<file path="src/rtl/axi_adder_master.sv">
// AXI4-Lite master for the adder slave: writes operand A, writes operand B, reads the sum back.
// Latency: done rises 6 edges after start is accepted when the slave has zero wait states.
// Backpressure: each AXI valid is held until its own ready; start is ignored unless idle.
// Ports: start/operand_a/operand_b in; busy/done/result/status out; m0_axi_* AW/W/B/AR/R channels.
// Optional macro AXI_MASTER_TIMEOUT_EN: abort with SLVERR after TIMEOUT_CYCLES waiting on one handshake.
module axi_adder_master #(
   parameter int unsigned           DATA_WIDTH     = 32,
   parameter int unsigned           ADDR_WIDTH     = 8,
   parameter logic [ADDR_WIDTH-1:0] ADDR_OP_A      = 'h00,
   parameter logic [ADDR_WIDTH-1:0] ADDR_OP_B      = 'h04,
   parameter logic [ADDR_WIDTH-1:0] ADDR_RESULT    = 'h08,
   parameter int unsigned           TIMEOUT_CYCLES = 256
) (
   input  logic                    m0_axi_aclk,
   input  logic                    m0_axi_aresetn,
   input  logic                    start,
   input  logic [DATA_WIDTH-1:0]   operand_a,
   input  logic [DATA_WIDTH-1:0]   operand_b,
   output logic                    busy,
   output logic                    done,
   output logic [DATA_WIDTH-1:0]   result,
   output logic [1:0]              status,
   output logic [ADDR_WIDTH-1:0]   m0_axi_awaddr,
   output logic                    m0_axi_awvalid,
   input  logic                    m0_axi_awready,
   output logic [DATA_WIDTH-1:0]   m0_axi_wdata,
   output logic [DATA_WIDTH/8-1:0] m0_axi_wstrb,
   output logic                    m0_axi_wvalid,
   input  logic                    m0_axi_wready,
   input  logic [1:0]              m0_axi_bresp,
   input  logic                    m0_axi_bvalid,
   output logic                    m0_axi_bready,
   output logic [ADDR_WIDTH-1:0]   m0_axi_araddr,
   output logic                    m0_axi_arvalid,
   input  logic                    m0_axi_arready,
   input  logic [DATA_WIDTH-1:0]   m0_axi_rdata,
   input  logic [1:0]              m0_axi_rresp,
   input  logic                    m0_axi_rvalid,
   output logic                    m0_axi_rready
);

   localparam int unsigned STRB_W = DATA_WIDTH / 8;

   typedef enum logic [2:0] {IDLE, WR_A, WB_A, WR_B, WB_B, RD, WR_R, DONE} state_t;

   state_t                  state_q, state_d;
   logic [DATA_WIDTH-1:0]   op_b_q, op_b_d;
   logic                    aw_done_q, aw_done_d;
   logic                    w_done_q, w_done_d;

   logic                    busy_d, done_d, awvalid_d, wvalid_d, bready_d, arvalid_d, rready_d;
   logic [DATA_WIDTH-1:0]   result_d, wdata_d;
   logic [1:0]              status_d;
   logic [ADDR_WIDTH-1:0]   awaddr_d, araddr_d;
   logic [STRB_W-1:0]       wstrb_d;

   logic aw_hs, w_hs, b_hs, ar_hs, r_hs;
   assign aw_hs = m0_axi_awvalid & m0_axi_awready;
   assign w_hs  = m0_axi_wvalid  & m0_axi_wready;
   assign b_hs  = m0_axi_bready  & m0_axi_bvalid;
   assign ar_hs = m0_axi_arvalid & m0_axi_arready;
   assign r_hs  = m0_axi_rready  & m0_axi_rvalid;

`ifdef AXI_MASTER_TIMEOUT_EN
   localparam int unsigned     CNT_W    = $clog2(TIMEOUT_CYCLES + 1);
   localparam logic [CNT_W-1:0] TMO_LAST = CNT_W'(TIMEOUT_CYCLES - 1);
   logic [CNT_W-1:0] tmo_cnt_q, tmo_cnt_d;
`else
   logic unused_tmo;
   assign unused_tmo = (TIMEOUT_CYCLES == 0);
`endif

   always_ff @(posedge m0_axi_aclk or negedge m0_axi_aresetn) begin
      if (!m0_axi_aresetn) begin
         state_q        <= IDLE;
         op_b_q         <= '0;
         aw_done_q      <= 1'b0;
         w_done_q       <= 1'b0;
         busy           <= 1'b0;
         done           <= 1'b0;
         result         <= '0;
         status         <= 2'b00;
         m0_axi_awaddr  <= '0;
         m0_axi_awvalid <= 1'b0;
         m0_axi_wdata   <= '0;
         m0_axi_wstrb   <= '0;
         m0_axi_wvalid  <= 1'b0;
         m0_axi_bready  <= 1'b0;
         m0_axi_araddr  <= '0;
         m0_axi_arvalid <= 1'b0;
         m0_axi_rready  <= 1'b0;
`ifdef AXI_MASTER_TIMEOUT_EN
         tmo_cnt_q      <= '0;
`endif
      end else begin
         state_q        <= state_d;
         op_b_q         <= op_b_d;
         aw_done_q      <= aw_done_d;
         w_done_q       <= w_done_d;
         busy           <= busy_d;
         done           <= done_d;
         result         <= result_d;
         status         <= status_d;
         m0_axi_awaddr  <= awaddr_d;
         m0_axi_awvalid <= awvalid_d;
         m0_axi_wdata   <= wdata_d;
         m0_axi_wstrb   <= wstrb_d;
         m0_axi_wvalid  <= wvalid_d;
         m0_axi_bready  <= bready_d;
         m0_axi_araddr  <= araddr_d;
         m0_axi_arvalid <= arvalid_d;
         m0_axi_rready  <= rready_d;
`ifdef AXI_MASTER_TIMEOUT_EN
         tmo_cnt_q      <= tmo_cnt_d;
`endif
      end
   end

   always_comb begin
      state_d   = state_q;
      op_b_d    = op_b_q;
      aw_done_d = aw_done_q;
      w_done_d  = w_done_q;
      busy_d    = busy;
      done_d    = 1'b0;
      result_d  = result;
      status_d  = status;
      awaddr_d  = m0_axi_awaddr;
      awvalid_d = m0_axi_awvalid;
      wdata_d   = m0_axi_wdata;
      wstrb_d   = m0_axi_wstrb;
      wvalid_d  = m0_axi_wvalid;
      bready_d  = m0_axi_bready;
      araddr_d  = m0_axi_araddr;
      arvalid_d = m0_axi_arvalid;
      rready_d  = m0_axi_rready;

      case (state_q)
         IDLE: begin
            if (start) begin
               op_b_d    = operand_b;
               busy_d    = 1'b1;
               awaddr_d  = ADDR_OP_A;
               wdata_d   = operand_a;
               wstrb_d   = '1;
               awvalid_d = 1'b1;
               wvalid_d  = 1'b1;
               aw_done_d = 1'b0;
               w_done_d  = 1'b0;
               state_d   = WR_A;
            end
         end
         WR_A, WR_B: begin
            // AW and W retire independently; either may finish first.
            if (aw_hs) begin
               awvalid_d = 1'b0;
               aw_done_d = 1'b1;
            end
            if (w_hs) begin
               wvalid_d = 1'b0;
               w_done_d = 1'b1;
            end
            if ((aw_done_q | aw_hs) && (w_done_q | w_hs)) begin
               bready_d = 1'b1;
               state_d  = (state_q == WR_A) ? WB_A : WB_B;
            end
         end
         WB_A, WB_B: begin
            if (b_hs) begin
               bready_d = 1'b0;
               if (m0_axi_bresp != 2'b00) begin
                  // Failed write: abandon the remaining steps, result untouched.
                  status_d = m0_axi_bresp;
                  busy_d   = 1'b0;
                  done_d   = 1'b1;
                  state_d  = DONE;
               end else if (state_q == WB_A) begin
                  awaddr_d  = ADDR_OP_B;
                  wdata_d   = op_b_q;
                  awvalid_d = 1'b1;
                  wvalid_d  = 1'b1;
                  aw_done_d = 1'b0;
                  w_done_d  = 1'b0;
                  state_d   = WR_B;
               end else begin
                  araddr_d  = ADDR_RESULT;
                  arvalid_d = 1'b1;
                  state_d   = RD;
               end
            end
         end
         RD: begin
            if (ar_hs) begin
               arvalid_d = 1'b0;
               rready_d  = 1'b1;
               state_d   = WR_R;
            end
         end
         WR_R: begin
            if (r_hs) begin
               // Read data is taken even on an error response.
               rready_d = 1'b0;
               result_d = m0_axi_rdata;
               status_d = m0_axi_rresp;
               busy_d   = 1'b0;
               done_d   = 1'b1;
               state_d  = DONE;
            end
         end
         DONE: begin
            state_d = IDLE;
         end
         default: begin
            state_d = IDLE;
         end
      endcase

`ifdef AXI_MASTER_TIMEOUT_EN
      // Counter restarts whenever the state changes; it only runs while stuck.
      tmo_cnt_d = '0;
      if ((state_q inside {WR_A, WB_A, WR_B, WB_B, RD, WR_R}) && (state_d == state_q)) begin
         if (tmo_cnt_q == TMO_LAST) begin
            awvalid_d = 1'b0;
            wvalid_d  = 1'b0;
            bready_d  = 1'b0;
            arvalid_d = 1'b0;
            rready_d  = 1'b0;
            status_d  = 2'b10;
            busy_d    = 1'b0;
            done_d    = 1'b1;
            state_d   = DONE;
         end else begin
            tmo_cnt_d = tmo_cnt_q + 1'b1;
         end
      end
`endif
   end

endmodule
</file>
<file path="config.mk">
export PLATFORM = sky130hd
export DESIGN_NAME = axi_adder_master
export DESIGN_NICKNAME = d
export VERILOG_FILES = /design/src/rtl/axi_adder_master.sv
export SDC_FILE = /design/constraint.sdc
export NUM_CORES = 1
export LEC_CHECK = 0
export CORE_MARGIN = 2
export CORE_UTILIZATION = 40
export CTS_BUF_LIST = sky130_fd_sc_hd__clkbuf_2
export DETAILED_ROUTE_END_ITERATION = 8
export PLACE_DENSITY = 0.78
export SLEW_MARGIN = 40
export SYNTH_ARGS = -nofsm -noshare
export SYNTH_HDL_FRONTEND = slang
export SYNTH_SLANG_ARGS = --single-unit
</file>
<file path="constraint.sdc">
create_clock -name m0_axi_aclk -period 1.8 [get_ports m0_axi_aclk]
set_input_delay 0.36 -clock m0_axi_aclk [delete_from_list [all_inputs] [get_ports m0_axi_aclk]]
set_output_delay 0.36 -clock m0_axi_aclk [all_outputs]
set_load 0.05 [all_outputs]
</file>
==> impl_metrics.yaml, run 1 <==
outcome:
  status: "finished clean"
placed_design:
  placed_area_um2: 6970
  portBuffers: 186
  preCtsSetupSlack_ns: -0.472
  place_inst: 707
  gp_congestion: 0.754
  dpl.hpwl_um: 8610
logic_synthesis:
  syn_inst: 354
  synth_edf_count: 0
  yosys.area.top_type: "dfrtp_1"
  synth_top_cell_area_share_pct: 57.0
  synthTopCellsByArea: "dfrtp_1 (57%), mux2_2 (23%), mux2_1 (6.6%)"
  yosys_warnings: 0
  ys_types: 34
  synth_ff_type: "dfrtp_1"
  async_flop_share_pct: 100
  syn_avg_cell_area_um2: 14.0
  netlist_area_um2: 4960
  ys_seq_area_share_pct: 57.0
  synth-seq-cells: 113
cts:
  cts.path.max_buffers: 2
  h-tree-depth: 4
  cts.reportedPaths.clkPinSlew_ns: 0.16
  cts-root-buf: "clkbuf_2"
  cts_buffers: 17
  clk_latency_ns: 0.66
  cts_sinks: 113
  cts_tree: "built"
drt:
  finalWirelength_um: 11700
  dr.pass1.iters: 4
  viasPerCell: 4.73
  antenna_left: 0
  num_vias: 3521
  drt-initial-drc-count: 97
  drc: 0
  wire_per_inst_um: 15.7
die:
  rows: 40
  pin_count: 201
  start_util_pct: 41.2
  die_area_um2: 13300
  coreArea_um2: 12100
  die_x_um: 115
  die_h_um: 115
worst_setup_path:
  setup.worst_path.class: "register to register"
  start_kind: "register"
  critPathCaptureType: "register"
  crit_required_ns: 2.36
  crit_fanout: 18
  cp.arrival_ns: 2.27
global_routing:
  grt_start_max_net_pins: 40
  grt.total_usage_pct: 18.2
  grt_pass1_vias: 3776
  grt_pass1_wl_um: 18300
  antenna_found_initial: 0
  grt_overflow_total: 0
timing:
  fmax_mhz: 586
  layout_setup_ws_ns: 0.0937
  fin_crit_ns: 1.71
  fin_tns_setup_ns: 0
  whs_ns: 0.148
  worst_clock_skew_ns: 0.0145
  period_share_pct: 94.8
  setup_viol: 0
  hold_violations: 0
  maxSlewViolCount: 0
  rsz0062_at_grt: "true"
cells_and_area:
  finalInstanceArea_um2: 7190
  fin_cells: 744
  fillCellCount: 1007
  drive_gt1_share_pct: 42.5
  final_nets: 671
  antennaDiodeCount: 0
  final_util_pct: 59.6
  syn2layout_area_growth_pct: 44.8
hold_path:
  hold_class: "primary input to async pin"
pwr:
  ir_worst_vdd_v: 0.000950
  cellLeakagePower_nw: 3.20
  power_density_nw_per_um2: 1980
  power_mw: 14.3
job:
  cap_viol_max_count: 0
[synth_stat cells (3+ instances only)]
| cell | instances |
|---|---|
| dfrtp_1 | 113 |
| a21oi_1 | 9 |
| mux2_1 | 29 |
| clkbuf_1 | 9 |
| nor2b_1 | 8 |
| o21ai_0 | 7 |
| nand4_1 | 4 |
| mux2_2 | 101 |
| nor2_1 | 5 |
| buf_4 | 19 |
| nand2_1 | 8 |
| or2_2 | 3 |
| mux2i_1 | 3 |
| buf_2 | 9 |
[state kept, by name (all words and copies together), names as in the netlist]
signal,flops
m0_axi_rready,1
w_done_q,1
status,2
m0_axi_awvalid,1
m0_axi_wvalid,1
result,32
busy,1
m0_axi_wdata,32
m0_axi_arvalid,1
done,1
m0_axi_bready,1
m0_axi_awaddr,1
aw_done_q,1
m0_axi_wstrb,1
m0_axi_araddr,1
op_b_q,32
state_q,3
[worst max-delay path, cell delays in order (launching register included)]
cell	delay, ns
dfrtp_1	0.47
xor2_2	0.22
nand2b_4	0.13
buf_12	0.17
mux2_1	0.35
mux2_2	0.27
[worst paths after layout]
path                                       start               end  slack, ns  cells after the start
worst max-delay path                  state_q[2]  m0_axi_wdata[19]       0.09                      5
worst min-delay path              m0_axi_aresetn        op_b_q[13]       0.15                      2
worst max register to register        state_q[2]  m0_axi_wdata[19]       0.09                      5
worst min register to register  m0_axi_araddr[3]  m0_axi_araddr[3]       0.51                      1
max in group asynchronous         m0_axi_aresetn        state_q[1]       1.06                      3
min in group m0_axi_aclk           operand_b[27]        op_b_q[27]       0.29                      2
[cell type report]
cell class,count,area [um^2],share of cell area (%)
flip-flops and latches,113,2830,39.4
multi-input cells,216,2000,27.8
repair buffers,214,1990,27.8
well taps,168,210,2.93
clock buffers,20,100,1.39
clock inverters,12,50.0,0.697
inverters,1,3.75,0.0522
[routing by layer]
| metal | vias up | share of wire [%] | GRT usage [%] |
|---|---|---|---|
| li1 | 1649 | - | - |
| met1 | 1731 | 39 | 20.5 |
| met5 | - | 0 | 0 |
| met4 | 0 | 2.1 | 8.11 |
| met3 | 21 | 7.4 | 7.33 |
| met2 | 120 | 51 | 30.4 |
[cells by family after synthesis]
| logic type | after synthesis | share of synthesized area [%] |
|---|---|---|
| mux | 133 | 30.1 |
| flops | 113 | 57.0 |
| simple gates | 40 | 4.71 |
| buf+inv | 38 | 4.54 |
| compound gates | 28 | 3.43 |
| xor+xnor | 1 | 0.176 |
| other cells | 1 | 0.0756 |
[what timing repair did]
item                                    4_1_cts  5_1_grt
endpoints found under the hold margin       113        0
hold buffers                                  1        0
gates resized for setup                       2        4
pin swaps                                     0        0
buffers inserted                              3        2
endpoints found under the setup margin        1       30
gates cloned                                  0        0
[cell usage in the layout (no fill, tap or decap), drive strengths merged]
master	instances
mux2i	3
a31oi	2
nor3	1
dfrtp	113
xor2	1
or3b	1
dlygate4sd3	1
a41oi	2
inv	1
buf	107
nor3b	1
and2	2
a21oi	9
nand4	4
mux2	130
o211ai	1
clkinv	12
nand2	8
nand4b	2
or2	3
clkbuf	20
clkdlybuf4s50	106
nor2b	8
nand3	2
conb	14
a2bb2oi	1
nand3b	1
o21ai	8
nor2	5
nand2b	2
a21boi	2
o21ba	1
o22ai	1
o21bai	1
[report_power, final]
| part | total (mW) | switching, mW | internal [mW] |
|---|---|---|---|
| clock network | 1.22 | 0.892 | 0.329 |
| logic | 8.49 | 5.05 | 3.44 |
| registers | 4.54 | 0.734 | 3.81 |
| total | 14.3 | 6.68 | 7.58 |
No activity file was read; power rests on OpenSTA's default activity.
==> inputs of run 2 (changes only) <==
--- a/config.mk
+++ b/config.mk
@@ -5,7 +5,6 @@
 export SDC_FILE = /design/constraint.sdc
 export NUM_CORES = 1
 export LEC_CHECK = 0
-export CORE_MARGIN = 2
 export CORE_UTILIZATION = 40
 export CTS_BUF_LIST = sky130_fd_sc_hd__clkbuf_2
 export DETAILED_ROUTE_END_ITERATION = 8
==> impl_metrics.yaml, run 2 (synthesized netlist as in run 1, its figures left out) <==
outcome:
  status: "finished clean"
pwr:
  power_density_nw_per_um2: 1980
  cellLeakagePower_nw: 3.20
  ir_worst_vdd_v: 0.000996
worst_setup_path:
  cp.arrival_ns: 2.31
  reg2reg_from: "m0_axi_bready"
  crit_required_ns: 2.35
  crit_fanout: 17
  r2r_end: "m0_axi_wdata[21]"
  critPathCaptureType: "register"
  start_kind: "register"
  setup.worst_path.class: "register to register"
  reg2reg_depth: 6
  r2r_slack_ns: 0.04
drt:
  viasPerCell: 4.82
  met1_length_um: 4800
  wl_met2_um: 6080
  finalWirelength_um: 11900
  wire_per_inst_um: 16.1
  num_vias: 3572
  wl_met3_um: 783
  drt-initial-drc-count: 142
  drc: 0
  dr.pass1.iters: 4
  antenna_left: 0
  dr.max_layer_used: "met4"
cells_and_area:
  layout_commonest_cell: "dfrtp_1"
  final_util_pct: 59.7
  reg_top3: "m0_axi_wdata x32, op_b_q x32, result x32"
  antennaDiodeCount: 0
  syn2layout_area_growth_pct: 45.1
  final_cell_mix: "dfrtp_1 (109), clkdlybuf4s50_1 (106), mux2_2 (101)"
  fillCellCount: 999
  fin_cells: 741
  final_nets: 674
  drive_gt1_share_pct: 43.1
global_routing:
  grt_pass1_wl_um: 18900
  grt_overflow_total: 0
  grt_start_max_net_pins: 64
  grt_pass1_vias: 3848
  antenna_found_initial: 0
  grt.total_usage_pct: 19.4
timing:
  fin_crit_ns: 1.76
  setup_viol: 0
  hold_violations: 0
  fmax_mhz: 568
  whs_ns: 0.214
  layout_setup_ws_ns: 0.0383
  worst_clock_skew_ns: 0.0216
  period_share_pct: 97.9
  maxSlewViolCount: 0
  fin_tns_setup_ns: 0
die:
  die_area_um2: 12900
  pin_count: 201
  start_util_pct: 41.2
  die_h_um: 113
  coreArea_um2: 12100
  die_x_um: 113
  rows: 40
placed_design:
  place_inst: 705
  portBuffers: 186
  gp_congestion: 0.816
  dpl.hpwl_um: 8430
  preCtsSetupSlack_ns: -0.455
job:
  cap_viol_max_count: 0
cts:
  cts_sinks: 113
  cts.reportedPaths.clkPinSlew_ns: 0.16
  h-tree-depth: 4
  cts-root-buf: "clkbuf_2"
  clk_latency_ns: 0.66
  cts_tree: "built"
  cts_buffers: 17
  cts.path.max_buffers: 2
hold_path:
  hold_class: "primary input to async pin"
==> run 2: changes by cell type in the layout (fill, tap and decap cells not counted) <==
cell	change
dlygate4sd3_1	+1
buf_12	-2
clkbuf_16	+2
clkinv_2	-3
dfrtp_2	+2
clkbuf_2	+1
dfrtp_1	-2
nand2b_2	+1
nand2b_4	-1
buf_6	+2
clkinv_1	-4
==> run 2: power breakdown <==
part           total (mW)  switching [mW]  internal [mW]
logic                8.52            5.08           3.44
clock network        1.17           0.850          0.316
registers            4.56           0.743           3.81
total                14.2            6.67           7.57
==> run 2: what timing repair did <==
action / in CTS / in global routing
cloned: 0 / 2
hold buffers: 2 / 0
pin swaps: 0 / 1
endpoints found under the setup margin: 2 / 35
gates resized for setup: 3 / 6
buffers inserted: 1 / 6
endpoints found under the hold margin: 113 / 0
==> run 2: per-stage QoR <==
step           power [mW]  cell area, um^2
2_1_floorplan        10.3             5030
6_report             14.2             7200
3_5_place_dp         13.0             6920
5_1_grt              15.0             7200
4_1_cts              14.2             7080
3_3_place_gp         12.7             6920
==> run 2: critical path, cell delays in order, from the launching register on <==
cell       delay, ns
dfrtp_2         0.45
buf_4           0.13
a41oi_2         0.16
nor3_4          0.24
buf_12          0.15
clkbuf_16       0.17
mux2_2          0.34
==> run 2: how the worst max path moves through the flow <==
| stage | startpoint | to | slack [ns] |
|---|---|---|---|
| 6_report | m0_axi_bready | m0_axi_wdata[21] | 0.04 |
| 5_1_grt | m0_axi_bready | m0_axi_wdata[27] | -0.005 |
| 4_1_cts | m0_axi_arvalid | m0_axi_arvalid | 0.002 |
| 3_5_place_dp | m0_axi_bresp[0] | m0_axi_wdata[8] | -0.46 |
| 3_3_place_gp | m0_axi_bresp[0] | m0_axi_wdata[1] | -0.40 |
| 2_1_floorplan | m0_axi_bready | m0_axi_wdata[10] | 0.02 |
==> run 2: final cells by class <==
type	instances	area, um^2	share of cell area (%)
Clock buffer	21	105	1.46
Clock inverter	5	20.0	0.278
Inverter	1	3.75	0.0521
Sequential cell	113	2830	39.3
Tap cell	168	210	2.92
Multi-Input combinational cell	216	1990	27.7
Timing Repair Buffer	217	2040	28.3
==> run 2: metal layers <==
metal,GRT usage [%],up-vias
li1,-,1648
met1,22.5,1784
met2,32.6,118
met3,6.70,22
met4,8.95,0
met5,0,-
